$ cat config.mk
export PLATFORM = sky130hd
export DESIGN_NAME = imem_boot_arbiter
export DESIGN_NICKNAME = d
export VERILOG_FILES = /design/src/rtl/imem_boot_arbiter.sv
export SDC_FILE = /design/constraint.sdc
export NUM_CORES = 1
export LEC_CHECK = 0
export CORE_AREA = 2 2 92 94
export CTS_CLUSTER_DIAMETER = 200
export DETAILED_ROUTE_END_ITERATION = 16
export DIE_AREA = 0 0 94 96
export GPL_TIMING_DRIVEN = 0
export PLACE_DENSITY_LB_ADDON = 0.15
export SLEW_MARGIN = 20
export SYNTH_ARGS = -nofsm -noshare
export SYNTH_HDL_FRONTEND = slang
export SYNTH_SLANG_ARGS = --single-unit
export TNS_END_PERCENT = 30
$ cat constraint.sdc
create_clock -name clk -period 5.31 [get_ports clk]
set_clock_uncertainty 0.15 [all_clocks]
set_input_delay 1.062 -clock clk [delete_from_list [all_inputs] [get_ports clk]]
set_output_delay 1.062 -clock clk [all_outputs]
set_load 0.05 [all_outputs]
$ cat src/rtl/imem_boot_arbiter.sv
// Instruction-memory port owner: boot load from a loader stream, then fetch/patch arbitration.
// Optional IMEM_CKSUM_EN adds a trailing checksum word to the boot stream and an ERR state.
module imem_boot_arbiter #(
    parameter int          DEPTH    = 1024,
    parameter int          ADDR_W   = 10,
    parameter logic [31:0] NOP_WORD = 32'h00000013
) (
    input  logic              clk,
    input  logic              rst,
    input  logic              ld_valid,
    output logic              ld_ready,
    input  logic [31:0]       ld_data,
    input  logic              ld_last,
    input  logic              patch_valid,
    output logic              patch_ready,
    input  logic [ADDR_W-1:0] patch_addr,
    input  logic [31:0]       patch_data,
    input  logic              fetch_req,
    input  logic [31:0]       fetch_addr,
    output logic              fetch_gnt,
    output logic [31:0]       fetch_rdata,
    output logic              mem_we,
    output logic [ADDR_W-1:0] mem_addr,
    output logic [31:0]       mem_wdata,
    input  logic [31:0]       mem_rdata,
    output logic              cpu_hold,
    output logic              load_done,
    output logic [ADDR_W:0]   word_count,
    output logic [1:0]        fsm_state
);

    // Handshakes: a loader word moves on ld_valid & ld_ready, a patch is
    // written on patch_valid & patch_ready, a fetch is served when fetch_gnt
    // is high; all readies/grants are combinational and low during rst.
    typedef enum logic [1:0] {
        IDLE = 2'd0,
        LOAD = 2'd1,
        RUN  = 2'd2,
        ERR  = 2'd3
    } state_t;

    localparam logic [ADDR_W-1:0] LAST_ADDR = ADDR_W'(DEPTH - 1);
    localparam logic [ADDR_W:0]   FULL_CNT  = (ADDR_W + 1)'(DEPTH);

    state_t            state_q, state_d;
    logic [ADDR_W-1:0] wr_ptr_q;
    logic [ADDR_W:0]   word_count_q;
    logic              load_done_q;
    logic              cpu_hold_q;
    logic              prio_fetch_q;

    logic ld_xfer;
    logic word_wr;
    logic boot_end;
    logic patch_go;
    logic fetch_go;
    logic in_range;

`ifdef IMEM_CKSUM_EN
    logic [31:0] sum_q;
    logic        ck_phase_q;
`endif

    // Byte offset within a word has no meaning for a word-wide memory.
    logic unused_addr_bits;
    assign unused_addr_bits = ^fetch_addr[1:0];

    assign in_range = (fetch_addr[31:2] < 30'(DEPTH));

    always_comb begin
        state_d     = state_q;
        ld_ready    = 1'b0;
        patch_ready = 1'b0;
        fetch_gnt   = 1'b0;
        mem_we      = 1'b0;
        mem_addr    = '0;
        mem_wdata   = '0;
        ld_xfer     = 1'b0;
        word_wr     = 1'b0;
        boot_end    = 1'b0;
        patch_go    = 1'b0;
        fetch_go    = 1'b0;
        if (!rst) begin
            case (state_q)
                IDLE: state_d = LOAD;
                LOAD: begin
                    ld_ready = 1'b1;
                    ld_xfer  = ld_valid;
`ifdef IMEM_CKSUM_EN
                    // The word after the last data word is the checksum, never stored.
                    if (ck_phase_q) begin
                        if (ld_xfer) state_d = (ld_data == sum_q) ? RUN : ERR;
                    end else begin
                        word_wr = ld_xfer;
                    end
`else
                    word_wr = ld_xfer;
`endif
                    boot_end = word_wr && (ld_last || (wr_ptr_q == LAST_ADDR));
                    if (word_wr) begin
                        mem_we    = 1'b1;
                        mem_addr  = wr_ptr_q;
                        mem_wdata = ld_data;
                    end
`ifndef IMEM_CKSUM_EN
                    if (boot_end) state_d = RUN;
`endif
                end
                RUN: begin
                    patch_go = patch_valid && !prio_fetch_q;
                    fetch_go = !patch_go && fetch_req;
                    if (patch_go) begin
                        patch_ready = 1'b1;
                        mem_we      = 1'b1;
                        mem_addr    = patch_addr;
                        mem_wdata   = patch_data;
                    end else if (fetch_go) begin
                        fetch_gnt = 1'b1;
                        mem_addr  = fetch_addr[ADDR_W+1:2];
                    end
                end
                ERR:     state_d = ERR;
                default: state_d = IDLE;
            endcase
        end
    end

    always_comb begin
        fetch_rdata = '0;
        if (fetch_gnt) fetch_rdata = in_range ? mem_rdata : NOP_WORD;
    end

    always_ff @(posedge clk) begin
        if (rst) begin
            state_q      <= IDLE;
            wr_ptr_q     <= '0;
            word_count_q <= '0;
            load_done_q  <= 1'b0;
            cpu_hold_q   <= 1'b1;
            prio_fetch_q <= 1'b0;
        end else begin
            state_q <= state_d;
            if (word_wr) begin
                wr_ptr_q <= wr_ptr_q + ADDR_W'(1);
                if (word_count_q < FULL_CNT) word_count_q <= word_count_q + (ADDR_W + 1)'(1);
            end
            // Registered so the core sees the release on the first RUN cycle.
            load_done_q <= (state_d == RUN);
            cpu_hold_q  <= (state_d != RUN);
            if (patch_go && fetch_req) prio_fetch_q <= 1'b1;
            else if (fetch_go)         prio_fetch_q <= 1'b0;
        end
    end

`ifdef IMEM_CKSUM_EN
    always_ff @(posedge clk) begin
        if (rst) begin
            sum_q      <= '0;
            ck_phase_q <= 1'b0;
        end else begin
            if (state_q == IDLE) sum_q <= '0;
            else if (word_wr)    sum_q <= sum_q + ld_data;
            ck_phase_q <= (state_d == LOAD) && (ck_phase_q || boot_end);
        end
    end
`endif

    assign cpu_hold   = cpu_hold_q;
    assign load_done  = load_done_q;
    assign word_count = word_count_q;
    assign fsm_state  = state_q;

endmodule

==> results of run 1 <==
==> through the flow <==
stage          util, %  hold slack (ns)
2_1_floorplan        -            0.314
3_3_place_gp      56.9            0.334
3_5_place_dp      56.9            0.346
4_1_cts           57.8            0.362
5_1_grt           57.8            0.388
6_report          57.8            0.358
==> cell type report <==
| cell class | count | area [um^2] |
|---|---|---|
| fillers | 771 | 3400 |
| repair buffers | 234 | 2340 |
| multi-input cells | 237 | 1460 |
| flip-flops and latches | 26 | 520 |
| well taps | 105 | 131 |
| plain buffers | 23 | 104 |
| clock buffers | 3 | 41.3 |
| clock inverters | 1 | 30.0 |
| inverters | 7 | 26.3 |
==> final timing paths <==
check,depth (start not counted),to,slack [ns]
max,7,mem_addr[0],0.39
min,2,word_count[10],0.36
max reg2reg,7,wr_ptr_q[1],3.12
min reg2reg,2,word_count[10],0.36
==> sequential cells by signal (all words and copies together) (netlist names), named ones only <==
name and flops:
wr_ptr_q 10, load_done 1, prio_fetch_q 1, word_count 11, cpu_hold 1, fsm_state 1
==> where the power goes <==
| group | total, mW | switching, mW | internal, mW |
|---|---|---|---|
| Clock | 0.165 | 0.0637 | 0.101 |
| Combinational | 0.221 | 0.0941 | 0.127 |
| Sequential | 0.204 | 0.00539 | 0.199 |
| Total | 0.590 | 0.163 | 0.427 |
==> layer usage <==
layer / share of wire (%) / vias up / GRT usage, %
met5: 0 / - / 0
met4: 1.1 / 0 / 4.83
met3: 10 / 6 / 6.58
met2: 52 / 143 / 33.2
met1: 37 / 1383 / 20.4
li1: - / 1517 / -
==> cells in the final DEF, fill, tap and decap left out, types with 6 or more instances in the layout <==
cell and count:
xnor2_1 8, nand3_1 7, a22oi_1 33, inv_1 7
clkdlybuf4s50_1 234, xor2_1 10, a222oi_1 9, nand2_1 14
nor2_1 68, clkbuf_1 15, and2_1 33, nand4_1 8
ha_1 6, dfxtp_1 26, nor3_1 6
==> critical path, cell delays in order <==
cell and delay (ns):
clkdlybuf4s50_1 0.54, clkbuf_1 0.37, or2_2 0.18, clkbuf_1 0.28, clkbuf_1 0.40, nor2_1 0.14
clkdlybuf4s50_1 0.73
==> cell families (layout without fill, tap and decap cells) <==
kind of cell / count (synthesis) / after routing / share of synthesized area, %
buffers and inverters: 30 / 268 / 6.18
muxes: 1 / 1 / 0.475
xor gates and xnor gates: 18 / 18 / 7.49
and+or+nand+nor: 152 / 152 / 35.5
DFF: 26 / 26 / 24.7
adders and majority gates: 6 / 6 / 3.56
AOI/OAI and AO/OA: 60 / 60 / 22.1
==> flow_summary_export.csv, run 1 <==
group,metric,value,unit
clocking,cts_hold_buf,0,
power_and_ir_drop,ir_worst_vdd,118,uV
yosys,synthTopCellsByArea,"dfxtp_1 25%, nor2_1 12%, a22oi_1 12%, and2_1 9.8%, a222oi_1 4.3%",
layout,layoutNonFillerInstCount,636,
placed_design,portBuffers,234,
route,wl_per_cell,14.4,um
global_routing,grt_overflow,0,
power_and_ir_drop,power,0.590,mW
route,route.detailed.drc,0,
worst_hold_path,worstHoldStart,"word_count[9]",
sta,slew_headroom,62.6,%
layout,diodes,0,
yosys,synth_seq_cells,26,
status,status,"finished, final reports clean",
power_and_ir_drop,p_per_area,127,mW/mm^2
yosys,syn_area,0.00211,mm^2
yosys,syn-instance-count,293,
yosys,async_reset_ff_share,0,%
yosys,synth_edf_count,0,
placed_design,dp.final_hpwl,7.88,mm
floorplanning,die_x,94,um
placed_design,numPlacedInstances,632,
setup_path,crit_start,"rst",
sta,setup_viol_count_final,0,
layout,num-nets-final,682,
clocking,clock_path_buffers,2,
global_routing,antenna_found_initial,0,
global_routing,grt_max_degree,16,
yosys,synth_flop_cell,"dfxtp_1",
route,wl,9.17,mm
clocking,htree_levels,1,
setup_path,start_kind,"input port",
sta,tns,0,ns
layout,syn2layout_area_growth,121,%
setup_path,cp-end-kind,"output pin",
yosys,synth_area_per_cell,7.19,um^2
route,vias,3049,
floorplanning,rows,33,
clocking,clkLatencyLatePin,0.27,ns
yosys,yosysMostFrequentCell,"nor2_1",
yosys,yosys_warnings,0,
sta,fin_crit_sh,92.7,%
sta,post-route-min-period,4.92,ns
route,viasPerCell,4.79,
yosys,syn_nets,443,
yosys,synth_top_area_share,24.7,%
layout,post-route-cell-area,0.00465,mm^2
yosys,yosysTopAreaCell,"dfxtp_1",
yosys,seq_area_frac_synth,24.7,%
setup_path,crit_fanout,10,
clocking,post_cts_resized,0,
global_routing,grt_pass1_vias,2829,
clocking,cts_tree,"done",
sta,worstMarginPinSlew,0.559,ns
setup_path,cp_data_arrival_time,3.71,ns
route,drtPass1Iterations,6,
clocking,path_clk_slew,0.09,ns
floorplanning,fp.coreArea,0.00805,mm^2
global_routing,groute.usage.overall,18.4,%
placed_design,post_dp_cell_area,0.00458,mm^2
clocking,cts_setup_buffers,0,
clocking,cts_buffers,3,
sta,max_freq,0.203,GHz
sta,rsz0062_at_grt,"no",
placed_design,gp_congestion,0.837,
layout,layout-drive-gt1-share,2.45,%
worst_hold_path,min_path_type,"reg -> reg",
flow_run,cap_violations,0,
clocking,cts-root-buf,"clkbuf_8",
floorplanning,ios,237,
sta,maxSlewViolCount,0,
power_and_ir_drop,p_leak,1.61,nW
sta,fin_ws,0.389,ns
yosys,synthDistinctLibCells,39,
floorplanning,start_util,26.2,%
clocking,cts_sinks,26,
sta,hold_viol_final,0,
setup_path,cp.required,4.10,ns
setup_path,critPathKind,"in -> out",
route,drtAntennaViolNets,0,
floorplanning,die_h,96,um
floorplanning,die-area,0.00902,mm^2
yosys,synth_top_cells_by_count,"68 x nor2_1, 33 x a22oi_1, 33 x and2_1",
route,drt-initial-drc-count,119,
global_routing,grt_pass1_wl,13.4,mm
placed_design,place_ws,0.352,ns
Note: power is estimated with default switching activity, not from simulation.
==> run 2, diff against run 1 <==
--- a/config.mk
+++ b/config.mk
@@ -5,10 +5,11 @@
 export SDC_FILE = /design/constraint.sdc
 export NUM_CORES = 1
 export LEC_CHECK = 0
-export CORE_AREA = 2 2 92 94
+export CORE_MARGIN = 5
+export CORE_UTILIZATION = 30
 export CTS_CLUSTER_DIAMETER = 200
+export CTS_CLUSTER_SIZE = 12
 export DETAILED_ROUTE_END_ITERATION = 16
-export DIE_AREA = 0 0 94 96
 export GPL_TIMING_DRIVEN = 0
 export PLACE_DENSITY_LB_ADDON = 0.15
 export SLEW_MARGIN = 20
==> run 2 against run 1 <==
Effect of this change:
- combinational power is essentially flat
- cell count shrank 1.6%
- register-to-register slack is essentially flat
- final area shrank 0.89%
- wire length grew 16%
- global-route usage grew 4.4 points
- die area shrank 2.5%
- critical path type unchanged
- clock power shrank 34%
- power shrank 9.4%
- sequential share of layout area grew 0.10 points
- count of clock-buffer cells in the layout is the same
- hold slack gained 0.0078 ns
==> flow_summary_export.csv, run 2 (synthesis results as in run 1) <==
group,metric,value,unit
status,status,"finished, final reports clean",
setup_path,start_kind,"input port",
setup_path,critPathKind,"in -> out",
placed_design,portBuffers,234,
sta,fin_crit_sh,92.7,%
route,drtAntennaViolNets,0,
clocking,path_clk_slew,0.08,ns
route,wl_per_cell,17.0,um
clocking,cts-root-buf,"clkbuf_8",
sta,setup_viol_count_final,0,
floorplanning,start_util,30.8,%
layout,multi_input_area,0.00146,mm^2
clocking,cts_setup_buffers,0,
setup_path,cp-end-kind,"output pin",
layout,largest_reg_flops,11,
route,vias,3025,
global_routing,grt_overflow,0,
power_and_ir_drop,p_leak,1.60,nW
placed_design,place_ws,0.385,ns
sta,rsz0062_at_grt,"no",
layout,num-nets-final,682,
floorplanning,die_x,93.8,um
global_routing,grt_pass1_wl,16.0,mm
setup_path,cp_data_arrival_time,3.71,ns
clocking,cts_hold_buf,0,
floorplanning,ios,237,
global_routing,grt_pass1_vias,3122,
sta,worstMarginPinSlew,0.563,ns
clocking,cts_sinks,26,
sta,max_freq,0.203,GHz
power_and_ir_drop,ir_worst_vdd,70.7,uV
sta,tns,0,ns
layout,layout.cells.most_common_list,"234 x clkdlybuf4s50_1, 68 x nor2_1, 33 x and2_1, 33 x a22oi_1, 26 x dfxtp_1",
route,route.detailed.drc,0,
floorplanning,fp.coreArea,0.00683,mm^2
sta,maxSlewViolCount,0,
route,viasPerCell,4.83,
clocking,htree_levels,1,
clocking,clock_path_buffers,2,
layout,regArea,520,um^2
global_routing,antenna_found_initial,0,
layout,syn2layout_area_growth,119,%
setup_path,crit_fanout,10,
setup_path,cp.required,4.10,ns
route,drt-initial-drc-count,106,
sta,hold_viol_final,0,
sta,slew_headroom,62.3,%
layout,diodes,0,
route,wl,10.7,mm
placed_design,dp.final_hpwl,9.19,mm
floorplanning,die-area,0.00879,mm^2
power_and_ir_drop,p_per_area,116,mW/mm^2
global_routing,grt_max_degree,14,
floorplanning,rows,30,
placed_design,gp_congestion,0.827,
sta,post-route-min-period,4.92,ns
layout,layout-drive-gt1-share,2.26,%
floorplanning,die_h,93.8,um
global_routing,groute.usage.overall,22.7,%
clocking,cts_tree,"done",
clocking,clkLatencyLatePin,0.27,ns
clocking,post_cts_resized,0,
layout,final_util,67.5,%
route,drtPass1Iterations,5,
layout,layout_commonest_cell,"clkdlybuf4s50_1",
flow_run,cap_violations,0,
worst_hold_path,min_path_type,"reg -> reg",
layout,fillers,615,
sta,fin_ws,0.388,ns
clocking,cts_buffers,3,
==> run 2: cell count changes in the layout (fill, tap and decap cells not counted), sizes merged <==
cell and delta:
bufinv -1
==> run 2: where the power goes <==
| part | leakage, nW | internal (mW) | switching (mW) | total, mW |
|---|---|---|---|---|
| registers | 0.210 | 0.199 | 0.00548 | 0.204 |
| logic | 1.37 | 0.127 | 0.0943 | 0.221 |
| clock network | 0.0216 | 0.0508 | 0.0581 | 0.109 |
| total | 1.60 | 0.377 | 0.158 | 0.534 |
==> run 2: metrics by stage <==
stage | hold slack [ns] | power, mW | area, um^2 | cells
finish | 0.366 | 0.534 | 4610 | 626
global route | 0.384 | 0.563 | 4610 | 626
CTS | 0.366 | 0.538 | 4610 | 626
detailed placement | 0.348 | 0.430 | 4570 | 623
global placement | 0.331 | 0.427 | 4570 | 623
floorplan | 0.314 | 0.293 | 2110 | 293
==> run 2: worst max-delay path: stages <==
cell             delay, ns
clkdlybuf4s50_1       0.45
nor2b_1               0.28
and2_1                0.17
clkbuf_1              0.23
clkbuf_1              0.39
a22oi_1               0.17
nor2_1                0.14
clkdlybuf4s50_1       0.83
==> run 2: final cells by class <==
class                           instances  area share [%]
Inverter                                7           0.570
Clock buffer                            3           0.896
Tap cell                               96            2.61
Sequential cell                        26            11.3
Timing Repair Buffer                  234            50.8
Multi-Input combinational cell        237            31.6
Buffer                                 23            2.25
==> run 2: worst paths after layout <==
check                              startpoint             end  slack (ns)  cells after the start
worst min-delay path            word_count[9]  word_count[10]        0.37                      2
worst min register to register  word_count[9]  word_count[10]        0.37                      2
worst max-delay path              patch_valid   mem_wdata[12]        0.39                      8
worst max register to register       register     wr_ptr_q[1]        3.13                      7
==> run 2: routing by layer <==
| metal | global-route usage (%) | part of all wire, % | wire length [um] |
|---|---|---|---|
| met5 | 0 | 0 | 0 |
| met4 | 7.82 | 3.3 | 348 |
| met3 | 6.89 | 8.9 | 945 |
| met2 | 42.2 | 52 | 5510 |
| met1 | 24.0 | 36 | 3840 |
